==> config.mk <==
export PLATFORM = sky130hd
export DESIGN_NAME = truth_table_scanner
export DESIGN_NICKNAME = d
export VERILOG_FILES = /design/src/rtl/truth_table_scanner.sv
export SDC_FILE = /design/constraint.sdc
export NUM_CORES = 1
export LEC_CHECK = 0
export BUFFER_PORTS_ARGS = -buffer_cell sky130_fd_sc_hd__buf_4
export CAP_MARGIN = 20
export CORE_MARGIN = 2
export CORE_UTILIZATION = 52
export CTS_BUF_LIST = sky130_fd_sc_hd__clkbuf_4 sky130_fd_sc_hd__clkbuf_8
export DETAILED_ROUTE_END_ITERATION = 8
export GPL_TIMING_DRIVEN = 0
export PLACE_DENSITY_LB_ADDON = 0.3
export SETUP_SLACK_MARGIN = 0.02
export SYNTH_ARGS = -nofsm -noshare
export SYNTH_HDL_FRONTEND = slang
export SYNTH_SLANG_ARGS = --single-unit
==> constraint.sdc <==
create_clock -name clk -period 1.8 [get_ports clk]
set_input_delay 0.18 -clock clk [delete_from_list [all_inputs] [get_ports clk]]
set_output_delay 0.18 -clock clk [all_outputs]
set_load 0.01 [all_outputs]
==> src/rtl/truth_table_scanner.sv <==
// truth_table_scanner
//   Walks a 4-input function under test through all 16 input vectors,
//   dwelling SETTLE_CYCLES cycles on each vector before sampling its output.
//   The sampled values are collected into a captured truth table and
//   compared against a golden table latched when the scan starts.
//
// Ports
//   clk            : single clock, rising edge
//   reset_n        : synchronous active-low reset
//   start          : one-cycle scan request, honoured only when idle
//   abort          : terminates a scan in progress (DRIVE or SAMPLE)
//   expected[15:0] : golden truth table, bit i = expected y for vector i
//   y              : output of the function under test
//   A, B, C, D     : stimulus, {D,C,B,A} = current vector index
//   busy           : high while a scan is in progress
//   done           : one-cycle pulse at scan completion
//   captured_table : sampled y per vector, bit i = y for vector i
//                    (named captured_table because "table" is a keyword)
//   err_count[4:0] : number of mismatching vectors, 0..16
//   pass           : last completed scan had no mismatches

module truth_table_scanner #(
    parameter int unsigned SETTLE_CYCLES = 3
) (
    input  logic        clk,
    input  logic        reset_n,
    input  logic        start,
    input  logic        abort,
    input  logic [15:0] expected,
    input  logic        y,
    output logic        A,
    output logic        B,
    output logic        C,
    output logic        D,
    output logic        busy,
    output logic        done,
    output logic [15:0] captured_table,
    output logic [4:0]  err_count,
    output logic        pass
);

    typedef enum logic [1:0] {
        IDLE,
        DRIVE,
        SAMPLE,
        DONE
    } state_t;

    localparam logic [3:0] DWELL_LAST = 4'(SETTLE_CYCLES - 1);

    state_t      state;
    logic [3:0]  idx;
    logic [3:0]  dwell;
    logic [15:0] golden;

    always_ff @(posedge clk) begin
        if (!reset_n) begin
            state          <= IDLE;
            idx            <= '0;
            dwell          <= '0;
            golden         <= '0;
            {D, C, B, A}   <= '0;
            busy           <= 1'b0;
            done           <= 1'b0;
            captured_table <= '0;
            err_count      <= '0;
            pass           <= 1'b0;
        end else begin
            done <= 1'b0;
            case (state)
                IDLE: begin
                    // abort is meaningless here, so start always wins
                    if (start) begin
                        golden         <= expected;
                        captured_table <= '0;
                        err_count      <= '0;
                        pass           <= 1'b0;
                        idx            <= '0;
                        dwell          <= '0;
                        {D, C, B, A}   <= '0;
                        busy           <= 1'b1;
                        state          <= DRIVE;
                    end
                end

                DRIVE: begin
                    if (abort) begin
                        {D, C, B, A} <= '0;
                        busy         <= 1'b0;
                        pass         <= 1'b0;
                        state        <= IDLE;
                    end else if (dwell == DWELL_LAST) begin
                        dwell <= '0;
                        state <= SAMPLE;
                    end else begin
                        dwell <= dwell + 4'd1;
                    end
                end

                SAMPLE: begin
                    // an abort here drops the pending sample entirely
                    if (abort) begin
                        {D, C, B, A} <= '0;
                        busy         <= 1'b0;
                        pass         <= 1'b0;
                        state        <= IDLE;
                    end else begin
                        captured_table[idx] <= y;
                        // at most one increment per vector, so 16 is the ceiling
                        if (y != golden[idx]) begin
                            err_count <= err_count + 5'd1;
                        end
                        if (idx == 4'd15) begin
                            {D, C, B, A} <= '0;
                            busy         <= 1'b0;
                            state        <= DONE;
                        end else begin
                            idx          <= idx + 4'd1;
                            {D, C, B, A} <= idx + 4'd1;
                            dwell        <= '0;
                            state        <= DRIVE;
                        end
                    end
                end

                DONE: begin
                    // err_count already includes the final vector here
                    done         <= 1'b1;
                    pass         <= (err_count == 5'd0);
                    {D, C, B, A} <= '0;
                    state        <= IDLE;
                end

                default: begin
                    state <= IDLE;
                end
            endcase
        end
    end

endmodule

==> flow_metrics.py <==
metrics = {
    "place": {
        "place_inst": 454,
        "preCtsSetupSlack_ps": -337,
        "dpl_cell_area_mm2": 0.00317,
        "hpwlAfterDp_mm": 4.74,
        "gp_congestion": 0.834,
        "portBuffers": 47,
    },
    "synth": {
        "ys_ff_latch": 54,
        "synth_ff_type": "dfxtp_1",
        "syn_area_mm2": 0.00271,
        "yosysWarnings": 0,
        "syn-instance-count": 337,
        "async_flop_share": 0,
        "synth_cell_types": 37,
        "avgSynthCellArea_um2": 8.04,
        "ys_seq_area_frac": 0.399,
        "synth_edf_count": 0,
        "synth.net_count": 371,
    },
    "cells_and_area": {
        "nFillCells": 400,
        "final_nets": 439,
        "antenna_cells": 0,
        "area_delta_synth_final_pct": 34.7,
        "drive_gt1_frac": 0.277,
        "finalNonFillerCells": 475,
        "fin_area_mm2": 0.00365,
        "final_common_cell": "buf_4",
        "final_cell_mix": "58 x buf_4, 54 x nand2_1, 50 x dfxtp_1, 42 x a21oi_1, 25 x nor2_1",
        "fin_util": 0.719,
    },
    "flow_run": {
        "maxCapViolations": 0,
    },
    "setup_path": {
        "cpMaxStageDelayCell": "mux4_2",
        "critPathRequiredTime_ps": 2060,
        "arrival_ps": 2320,
        "cp-end-kind": "register",
        "cp_top_family": "multiplexers",
        "crit_path_max_fanout": 5,
        "cp-start-kind": "register",
        "slowest_delay_ps": 520,
        "crit_path_cell_trace": "buf_12 > mux2i_2 > mux4_2 > mux2i_4 > or4_1 > a21oi_1",
        "critical_path_buf_inv_count": 1,
        "critPathKind": "reg2reg",
    },
    "floorplan": {
        "die_h_um": 76.2,
        "fp.dieW_um": 76.2,
        "pin_count": 49,
        "core_area_mm2": 0.00507,
        "fp-row-count": 26,
        "initial_core_util": 0.534,
        "die_area_mm2": 0.00580,
    },
    "routing": {
        "avgRoutedWirePerCell_um": 15.4,
        "drtAntennaViolNets": 0,
        "drtIter0Drc": 238,
        "vias": 2743,
        "routed_via_density": 5.77,
        "firstDrtPassIters": 6,
        "drt-total-wl_mm": 7.30,
        "drc": 0,
    },
    "clocking": {
        "root_buffer": "clkbuf_8",
        "numCtsBuffers": 5,
        "max-clock-path-buffers": 2,
        "clk_pin_slew_ps": 100,
        "clk_latency_ps": 320,
        "cts_tree": "done",
        "clock_sinks": 54,
        "holdBufCountCts": 0,
        "h-tree-depth": 2,
    },
    "sta": {
        "relSlewSlack": 0.601,
        "drv_slew": 0,
        "fin_crit_ps": 2060,
        "fin_crit_sh": 1.14,
        "rsz0062_at_grt": "true",
        "hold_violations": 0,
        "setup_ws_ps": -257,
        "setup_viol": 6,
        "fin_skew_ps": 6.72,
        "worst_pin_slew_ps": 599,
        "max_freq_mhz": 486,
    },
    "hold_path": {
        "min_path_type": "in2reg",
    },
    "global_route": {
        "overflow": 0,
        "grt_pass1_wl_mm": 11.2,
        "antenna_found_initial": 0,
        "grt_max_degree": 16,
        "grt_use_total": 0.240,
        "grt_pass1_vias": 2373,
    },
    "power": {
        "power_frac_clock": 0.326,
        "p_leak_nw": 1.39,
        "p_sw_uw": 711,
        "power.share.combinational": 0.193,
        "swShare": 0.272,
        "p_int_mw": 1.90,
        "ir_drop_mv": 0.395,
        "powerDensity_mw_per_mm2": 717,
        "pwr-share-seq": 0.481,
    },
    "status": {
        "violations": "setup timing",
        "status": "finished with violations",
    },
}
## worst register-to-register path: cells and delay by family (launching register included)
family | cells | cell delay (ps)
multiplexers | 3 | 890
AND/OR/NAND/NOR | 1 | 460
buffers and inverters | 1 | 140
AO/OA/AOI/OAI | 1 | 130
flip-flops | 1 | 380
## path summary, 6_finish.rpt
check	start	to	slack, ps	cells after the start
setup / recovery	idx[1]	err_count[2]	-260	6
hold / removal	expected[2]	golden[2]	100	3
setup reg to reg	idx[1]	err_count[2]	-260	6
hold reg to reg	golden[13]	golden[13]	460	2
## cells in the mapped netlist (all sizes together) (5+ instances only)
cell / instances / area share
o211ai: 7 / 0.019
clkbuf: 19 / 0.026
nand2: 57 / 0.079
inv: 10 / 0.014
mux2i: 14 / 0.055
o21ai: 8 / 0.015
nor3: 6 / 0.013
nand4: 8 / 0.018
a21oi: 43 / 0.079
dfxtp: 54 / 0.40
a21boi: 5 / 0.014
nand3: 21 / 0.039
nor2b: 5 / 0.012
ha: 13 / 0.060
nor2: 25 / 0.035
## layer usage
metal,vias up,global-route usage,wire length (µm)
met2,127,0.414,3560
met4,0,0.0764,179
met1,1276,0.304,3100
met5,-,0,0
met3,20,0.0474,452
li1,1320,-,-
## power by group through the flow
stage	sequential (mW)	combinational, mW	clock [mW]
after global routing	1.26	0.542	0.903
after global placement	1.28	0.356	0
after floorplan	1.28	0.248	0
final	1.26	0.505	0.853
after CTS	1.26	0.414	0.847
after detailed placement	1.29	0.364	0
## metrics by stage
stage / hold WS (ps) / setup TNS (ps) / power [mW]
after CTS: 104 / -962 / 2.52
after global placement: 428 / -5070 / 1.64
final: 97.4 / -884 / 2.62
after detailed placement: 435 / -6750 / 1.65
after global routing: 102 / -1260 / 2.71
after floorplan: 316 / -79.8 / 1.53
## logic make-up after synthesis
logic type,count (synthesis),synth area share
buf+inv,33,0.0499
flops,54,0.399
xor+xnor,2,0.00647
simple gates,140,0.241
mux,16,0.0711
fa+ha+maj,13,0.0600
compound gates,79,0.173
## sequential cells by signal, summed over array words and instances, names as in the netlist
register,flops
A,1
B,1
C,1
D,1
busy,1
captured_table,16
done,1
dwell,4
err_count,5
golden,16
idx,4
pass,1
state,2
## final cells by class
class,count,area [µm²],share of cell area
tap,70,87.6,0.0240
timing repair buffer,63,519,0.142
inverter,10,40.0,0.0110
sequential,54,1090,0.299
multi-input combinational,250,1660,0.454
clock inverter,1,30.0,0.00823
clock buffer,6,82.6,0.0226
buffer,21,140,0.0384
## timing repair
action                     4_1_cts  5_1_grt
setup buffers                    5        9
gates cloned                     0        2
gates resized for setup         30       32
setup endpoints to repair       43       40
pin swaps                        5       10
(Power assumes the default switching activity.)
